==> src/rtl/mem_copy_pkg.sv <==
// -----------------------------------------------------------------------------
// mem_copy_pkg
// Shared definitions for the mem_copy_master block: default channel widths,
// the copy FSM state type and the request timeout limit (used only when the
// design is built with MEMCPY_TIMEOUT_EN defined).
// -----------------------------------------------------------------------------
package mem_copy_pkg;

  localparam int MC_ADDR_W = 7;
  localparam int MC_DATA_W = 8;
  localparam int MC_SIZE_W = 4;

  // Number of stalled request cycles after which a copy is abandoned.
  localparam logic [7:0] TIMEOUT_LIMIT = 8'd255;

  typedef enum logic [1:0] {
    IDLE = 2'd0,
    RUN  = 2'd1,
    DONE = 2'd2
  } state_e;

endpackage

==> src/rtl/mem_copy_fifo2.sv <==
// -----------------------------------------------------------------------------
// mem_copy_fifo2
// Two-entry FIFO decoupling the read channel from the write channel.
// Ports:
//   clock, reset  : rising-edge clock, synchronous active-high reset
//   clear         : synchronous flush (new copy accepted)
//   push, din     : write din when not full
//   pop           : drop the head entry when not empty
//   head          : oldest entry (meaningful only when count != 0)
//   count[1:0]    : occupancy 0..2
// A push and a pop in the same cycle leave the occupancy unchanged.
// -----------------------------------------------------------------------------
module mem_copy_fifo2
  import mem_copy_pkg::*;
#(
  parameter int DATA_W = MC_DATA_W
) (
  input  logic              clock,
  input  logic              reset,
  input  logic              clear,
  input  logic              push,
  input  logic              pop,
  input  logic [DATA_W-1:0] din,
  output logic [DATA_W-1:0] head,
  output logic [1:0]        count
);

  logic [DATA_W-1:0] mem_r [2];
  logic              wr_ptr_r;
  logic              rd_ptr_r;
  logic [1:0]        count_r;
  logic              do_push_s;
  logic              do_pop_s;

  // Qualify requests against the current occupancy.
  always_comb begin
    do_push_s = push && (count_r != 2'd2);
    do_pop_s  = pop  && (count_r != 2'd0);
  end

  // Storage, pointers and occupancy.
  always_ff @(posedge clock) begin
    if (reset || clear) begin
      mem_r[0] <= {DATA_W{1'b0}};
      mem_r[1] <= {DATA_W{1'b0}};
      wr_ptr_r <= 1'b0;
      rd_ptr_r <= 1'b0;
      count_r  <= 2'd0;
    end else begin
      if (do_push_s) begin
        mem_r[wr_ptr_r] <= din;
        wr_ptr_r        <= ~wr_ptr_r;
      end
      if (do_pop_s) begin
        rd_ptr_r <= ~rd_ptr_r;
      end
      case ({do_push_s, do_pop_s})
        2'b10:   count_r <= count_r + 2'd1;
        2'b01:   count_r <= count_r - 2'd1;
        default: count_r <= count_r;
      endcase
    end
  end

  assign head  = mem_r[rd_ptr_r];
  assign count = count_r;

endmodule

==> src/rtl/mem_copy_master.sv <==
// -----------------------------------------------------------------------------
// mem_copy_master
// Copies len bytes from src_addr to dst_addr over a two-channel memory port.
// Channel 0 only reads, channel 1 only writes; a 2-entry FIFO lets the two
// channels overlap. Addresses wrap modulo 2^ADDR_W.
// Ports:
//   clock, reset           : rising-edge clock, synchronous active-high reset
//   start_port             : one-cycle start request (honoured only in IDLE)
//   src_addr/dst_addr/len  : copy parameters, sampled on an accepted start
//   done_port              : one-cycle completion pulse
//   err_port               : timeout abort flag (MEMCPY_TIMEOUT_EN builds only)
//   Mout_oe_ram/we_ram     : per-channel read/write enables (bit n = channel n)
//   Mout_addr_ram          : per-channel address, channel 0 in the low half
//   Mout_Wdata_ram         : per-channel write data, same packing
//   Mout_data_ram_size     : per-channel access size in bits, same packing
//   M_Rdata_ram            : per-channel read data
//   M_DataRdy              : per-channel access-complete strobe
// Optional feature: define MEMCPY_TIMEOUT_EN to abort a copy when a request
// stalls for TIMEOUT_LIMIT cycles; done_port and err_port then pulse together.
// -----------------------------------------------------------------------------
module mem_copy_master
  import mem_copy_pkg::*;
#(
  parameter int ADDR_W = MC_ADDR_W,
  parameter int DATA_W = MC_DATA_W,
  parameter int SIZE_W = MC_SIZE_W
) (
  input  logic                clock,
  input  logic                reset,
  input  logic                start_port,
  input  logic [ADDR_W-1:0]   src_addr,
  input  logic [ADDR_W-1:0]   dst_addr,
  input  logic [ADDR_W-1:0]   len,
  output logic                done_port,
`ifdef MEMCPY_TIMEOUT_EN
  output logic                err_port,
`endif
  output logic [1:0]          Mout_oe_ram,
  output logic [1:0]          Mout_we_ram,
  output logic [2*ADDR_W-1:0] Mout_addr_ram,
  output logic [2*DATA_W-1:0] Mout_Wdata_ram,
  output logic [2*SIZE_W-1:0] Mout_data_ram_size,
  input  logic [2*DATA_W-1:0] M_Rdata_ram,
  input  logic [1:0]          M_DataRdy
);

  localparam logic [SIZE_W-1:0] ACC_SIZE = SIZE_W'(DATA_W);

  state_e            state_r;
  state_e            state_next_s;
  logic [ADDR_W-1:0] src_r;
  logic [ADDR_W-1:0] dst_r;
  logic [ADDR_W-1:0] len_r;
  logic [ADDR_W-1:0] rd_cnt_r;
  logic [ADDR_W-1:0] wr_cnt_r;

  logic              accept_s;
  logic              rd_act_s;
  logic              wr_act_s;
  logic              push_s;
  logic              pop_s;
  logic              last_pop_s;
  logic              rd_to_s;
  logic              wr_to_s;
  logic [ADDR_W-1:0] rd_addr_s;
  logic [ADDR_W-1:0] wr_addr_s;
  logic [1:0]        fifo_cnt_s;
  logic [DATA_W-1:0] fifo_head_s;

  // The upper half of the read data bus belongs to the write-only channel.
  logic              unused_rdata_s;
  assign unused_rdata_s = ^M_Rdata_ram[2*DATA_W-1:DATA_W];

`ifdef MEMCPY_TIMEOUT_EN
  logic [7:0]        rd_wait_r;
  logic [7:0]        wr_wait_r;
  logic              err_r;
`endif

  mem_copy_fifo2 #(
    .DATA_W (DATA_W)
  ) u_fifo (
    .clock (clock),
    .reset (reset),
    .clear (accept_s),
    .push  (push_s),
    .pop   (pop_s),
    .din   (M_Rdata_ram[DATA_W-1:0]),
    .head  (fifo_head_s),
    .count (fifo_cnt_s)
  );

  // Request qualification, handshakes and timeout detection.
  // Once raised, a request stays up until its strobe: only a push changes
  // rd_cnt and only a pop changes the FIFO head, and a pop never refills it.
  always_comb begin
    accept_s   = (state_r == IDLE) && start_port;
    rd_act_s   = (state_r == RUN) && (rd_cnt_r < len_r) && (fifo_cnt_s != 2'd2);
    wr_act_s   = (state_r == RUN) && (fifo_cnt_s != 2'd0);
    push_s     = rd_act_s && M_DataRdy[0];
    pop_s      = wr_act_s && M_DataRdy[1];
    last_pop_s = pop_s && ((wr_cnt_r + ADDR_W'(1)) == len_r);
    rd_addr_s  = src_r + rd_cnt_r;
    wr_addr_s  = dst_r + wr_cnt_r;
`ifdef MEMCPY_TIMEOUT_EN
    // Fire on the stalled cycle that brings the wait count to the limit.
    rd_to_s    = rd_act_s && !M_DataRdy[0] && (rd_wait_r == (TIMEOUT_LIMIT - 8'd1));
    wr_to_s    = wr_act_s && !M_DataRdy[1] && (wr_wait_r == (TIMEOUT_LIMIT - 8'd1));
`else
    rd_to_s    = 1'b0;
    wr_to_s    = 1'b0;
`endif
  end

  // Next-state logic.
  always_comb begin
    state_next_s = state_r;
    case (state_r)
      IDLE: begin
        if (start_port) begin
          state_next_s = (len == {ADDR_W{1'b0}}) ? DONE : RUN;
        end else begin
          state_next_s = IDLE;
        end
      end
      RUN: begin
        if (last_pop_s || rd_to_s || wr_to_s) begin
          state_next_s = DONE;
        end else begin
          state_next_s = RUN;
        end
      end
      DONE:    state_next_s = IDLE;
      default: state_next_s = IDLE;
    endcase
  end

  // State, latched copy parameters and progress counters.
  always_ff @(posedge clock) begin
    if (reset) begin
      state_r  <= IDLE;
      src_r    <= {ADDR_W{1'b0}};
      dst_r    <= {ADDR_W{1'b0}};
      len_r    <= {ADDR_W{1'b0}};
      rd_cnt_r <= {ADDR_W{1'b0}};
      wr_cnt_r <= {ADDR_W{1'b0}};
    end else begin
      state_r <= state_next_s;
      if (accept_s) begin
        src_r    <= src_addr;
        dst_r    <= dst_addr;
        len_r    <= len;
        rd_cnt_r <= {ADDR_W{1'b0}};
        wr_cnt_r <= {ADDR_W{1'b0}};
      end else begin
        if (push_s) begin
          rd_cnt_r <= rd_cnt_r + ADDR_W'(1);
        end
        if (pop_s) begin
          wr_cnt_r <= wr_cnt_r + ADDR_W'(1);
        end
      end
    end
  end

`ifdef MEMCPY_TIMEOUT_EN
  // Per-channel stall counters and the error flag shown during DONE.
  always_ff @(posedge clock) begin
    if (reset) begin
      rd_wait_r <= 8'd0;
      wr_wait_r <= 8'd0;
      err_r     <= 1'b0;
    end else begin
      rd_wait_r <= (rd_act_s && !M_DataRdy[0]) ? rd_wait_r + 8'd1 : 8'd0;
      wr_wait_r <= (wr_act_s && !M_DataRdy[1]) ? wr_wait_r + 8'd1 : 8'd0;
      err_r     <= rd_to_s || wr_to_s;
    end
  end
`endif

  // Output drive; everything is forced low while reset is held.
  always_comb begin
    if (reset) begin
      Mout_oe_ram        = 2'b00;
      Mout_we_ram        = 2'b00;
      Mout_addr_ram      = {(2*ADDR_W){1'b0}};
      Mout_Wdata_ram     = {(2*DATA_W){1'b0}};
      Mout_data_ram_size = {(2*SIZE_W){1'b0}};
      done_port          = 1'b0;
`ifdef MEMCPY_TIMEOUT_EN
      err_port           = 1'b0;
`endif
    end else begin
      Mout_oe_ram        = {1'b0, rd_act_s};
      Mout_we_ram        = {wr_act_s, 1'b0};
      Mout_addr_ram      = {(wr_act_s ? wr_addr_s : {ADDR_W{1'b0}}),
                            (rd_act_s ? rd_addr_s : {ADDR_W{1'b0}})};
      Mout_Wdata_ram     = {(wr_act_s ? fifo_head_s : {DATA_W{1'b0}}), {DATA_W{1'b0}}};
      Mout_data_ram_size = {(wr_act_s ? ACC_SIZE : {SIZE_W{1'b0}}),
                            (rd_act_s ? ACC_SIZE : {SIZE_W{1'b0}})};
      done_port          = (state_r == DONE);
`ifdef MEMCPY_TIMEOUT_EN
      err_port           = err_r && (state_r == DONE);
`endif
    end
  end

endmodule
==> config.mk <==
export PLATFORM = sky130hd
export DESIGN_NAME = mem_copy_master
export DESIGN_NICKNAME = d
export VERILOG_FILES = /design/src/rtl/mem_copy_pkg.sv /design/src/rtl/mem_copy_fifo2.sv /design/src/rtl/mem_copy_master.sv
export SDC_FILE = /design/constraint.sdc
export NUM_CORES = 1
export LEC_CHECK = 0
export ABC_AREA = 1
export CORE_MARGIN = 4
export CORE_UTILIZATION = 50
export CTS_CLUSTER_DIAMETER = 50
export DETAILED_ROUTE_END_ITERATION = 7
export GPL_TIMING_DRIVEN = 0
export PLACE_DENSITY = 0.81
export SLEW_MARGIN = 10
export SYNTH_ARGS = -nofsm -noshare
export SYNTH_HDL_FRONTEND = slang
export SYNTH_SLANG_ARGS = --single-unit
==> constraint.sdc <==
create_clock -name clock -period 2.6 [get_ports clock]
set_input_delay 0.39 -clock clock [delete_from_list [all_inputs] [get_ports clock]]
set_output_delay 0.39 -clock clock [all_outputs]
set_load 0.01 [all_outputs]
==> reports/qor.yml <==
status:
  status: "complete, no violations"
detailed_routing:
  ant_nets: 0
  drc: 0
  via_per_inst: 4.98
  drt-total-wl_um: 7990
  wl_per_cell_um: 12.6
  drt_iter0_markers: 149
  first_pass_iters: 5
  num_vias: 3154
timing:
  fmax_ghz: 0.403
  worst_clock_skew_ns: 0.00949
  setup_viol: 0
  tns_ns: 0
  period_minus_slack_ns: 2.48
  maxSlewHeadroom: 0.656
  fin_crit_sh: 0.955
  tightest_slew_ns: 0.516
  finalHoldViolCount: 0
  slew_viol_final: 0
worst_setup_path:
  crit_chain: "ha_1 > a21oi_2 > nand2_1 > nand2_1 > nand2_1 > a21oi_1 > o21ai_0 > a21oi_1 > dlygate4sd2_1"
  worstPathRequired_ns: 2.21
  crit_type: "reg2out"
  worst-path-buf-inv: 1
  r2r_setup_slack_ns: 0.29
  end_kind: "output port"
  start_kind: "register"
  rr_endpoint: "u_fifo.mem_r[1][3]"
  cpMostUsedCell: "nand2_1"
  max_stage_delay_ns: 0.36
  slowest_stage: "dfxtp_2"
  cp_top_family: "compound AO/OA/AOI/OAI gates"
  arrival_ns: 2.09
  cp_max_fo: 7
  r2r_start: "rd_cnt_r[6]"
  ff2ff_path_depth: 9
  cp.depth: 9
power_and_ir_drop:
  vdd_drop_max_mv: 0.277
  seq_power_share: 0.451
  power.density_mw_per_mm2: 497
  combPwrFrac: 0.149
  p_leak_nw: 2.05
  pwr-share-clk: 0.400
  p_int_mw: 1.66
  power_switching_mw: 0.571
  switching_share: 0.256
worst_hold_path:
  min-delay-start: "reset"
  min_path_type: "in2reg"
  min_to: "state_r[0]"
  holdPathStages: 2
cells_and_area:
  synthToLayoutAreaGrowth_pct: 31.4
  layout_commonest_cell: "nand2_1"
  fin_cells: 633
  diodes: 0
  drive_above_1_share: 0.144
  final_nets: 616
  layout_common_cells: "nand2_1 (88), nor2_1 (77), clkdlybuf4s50_1 (47), inv_1 (46), dfxtp_1 (35)"
floorplanning:
  die-area_mm2: 0.00821
  die_x_um: 90.6
  io_pins: 85
  die_h_um: 90.6
  rows: 29
  start_util: 0.525
  core_area_mm2: 0.00649
grt:
  first_global_vias: 3096
  antenna_found_initial: 0
  grt_overflow_total: 0
  grt_max_degree: 11
  grt_first_pass_wirelength_um: 13300
  grt_usage: 0.198
yosys:
  ys_seq_area_frac: 0.387
  synth_top_flop_cell: "dfxtp_1"
  synth_area_per_cell_um2: 7.42
  ys_warn_count: 0
  synthXorXnorAreaFrac: 0.0359
  synth-simple-area-share: 0.267
  async_reset_ff_frac: 0
  syn-cell-area_mm2: 0.00341
  synthMuxAreaShare: 0
  synthAdderAreaFrac: 0.0887
  syn_inst: 460
  synth_cell_types: 33
  synth_top_family_by_area: "simple AND/OR/NAND/NOR gates"
  synth-seq-cells: 58
  synth-compound-area-share: 0.110
  synth_edf_count: 16
clock_tree:
  clk_pin_slew_worst_paths_ns: 0.07
  htreeDepth: 3
  numCtsBuffers: 9
  cts_buffer_depth: 2
  cts-root-buf: "clkbuf_8"
  cts.sinks: 58
  cts_hold_buf: 0
  tritoncts: "done"
  insertion_delay_ns: 0.34
placed_design:
  place_congestion: 0.864
  hpwlAfterDp_um: 6020
  port_buffers: 60
  dp.cells: 612
run:
  maxCapViolCount: 0
==> cell type report <==
| cell class | instances | area, um^2 |
|---|---|---|
| clock buffers | 10 | 128 |
| flip-flops and latches | 58 | 1340 |
| inverters | 53 | 201 |
| plain buffers | 28 | 180 |
| fillers | 531 | 2010 |
| clock inverters | 6 | 81.3 |
| well taps | 77 | 96.3 |
| multi-input cells | 336 | 1850 |
| repair buffers | 65 | 617 |
==> registers in the layout (all words and copies together), names as in the netlist, 2 cells and up, named ones only <==
name,count
u_fifo.count,2
state_r,2
src_r,7
u_fifo.mem_r,16
len_r,7
rd_cnt_r,7
wr_cnt_r,7
dst_r,7
==> power groups by stage <==
stage / logic (mW) / clock network [mW] / registers [mW]
floorplan: 0.201 / 0 / 1.02
global placement: 0.301 / 0 / 1.02
detailed placement: 0.308 / 0 / 1.03
CTS: 0.320 / 0.899 / 1.01
global route: 0.374 / 0.939 / 1.01
finish: 0.331 / 0.893 / 1.01
==> cell families after synthesis <==
family / Yosys count
AND/OR/NAND/NOR: 210
buffers and inverters: 81
AO/OA/AOI/OAI: 73
other: 1
adder cells (fa/ha/maj): 23
flip-flops: 58
XOR/XNOR: 14
==> how the worst max path moves through the flow <==
stage	start	end	slack [ns]
after detailed placement	reset	Mout_Wdata_ram[10]	-0.17
final	wr_cnt_r[2]	Mout_addr_ram[12]	0.12
after global placement	reset	Mout_Wdata_ram[8]	-0.12
after floorplan	len_r[2]	Mout_addr_ram[3]	0.53
after global routing	wr_cnt_r[2]	Mout_addr_ram[12]	-0.05
after CTS	reset	Mout_addr_ram[11]	-0.01
==> cells in the mapped netlist (all sizes together) (2+ instances only) <==
cell	count	area share
o21ai	32	0.047
clkbuf	6	0.0066
inv	52	0.058
xnor2	7	0.018
xor2	7	0.018
edfxtp	16	0.14
nand2	92	0.10
dfxtp	42	0.25
buf	22	0.045
nor3	2	0.0062
nor3b	2	0.0044
fa	2	0.012
nand3	28	0.048
a21oi	37	0.054
nor2	79	0.091
nand4	5	0.0092
ha	21	0.077
==> stage by stage <==
| stage | setup WS (ns) | power [mW] | hold slack [ns] | area (um^2) | util |
|---|---|---|---|---|---|
| after floorplan | 0.526 | 1.22 | 0.422 | 3470 | - |
| after global placement | -0.115 | 1.32 | 0.435 | 4170 | 0.641 |
| after detailed placement | -0.166 | 1.33 | 0.444 | 4170 | 0.641 |
| after CTS | -0.0127 | 2.22 | 0.454 | 4410 | 0.678 |
| after global routing | -0.0481 | 2.32 | 0.401 | 4480 | 0.690 |
| final | 0.117 | 2.23 | 0.384 | 4480 | 0.690 |
==> what timing repair did <==
action / in CTS / in global routing
endpoints found under the setup margin: 23 / 18
pin swaps: 2 / 2
gates resized for setup: 28 / 26
setup buffers: 2 / 3
==> worst register-to-register path, delay by kind of cell, from the launching register on <==
kind	cells	cell delay, ns
and+or+nand+nor	6	0.94
DFF	1	0.46
buffers and inverters	2	0.32
adders and majority gates	1	0.25
==> routing by layer <==
metal / wire [um] / global-route usage / vias up
met5: 0 / 0 / -
li1: - / - / 1642
met2: 4070 / 0.350 / 85
met3: 472 / 0.0575 / 14
met1: 3320 / 0.225 / 1413
met4: 126 / 0.0753 / 0
Note: power is estimated with default switching activity, not from simulation.
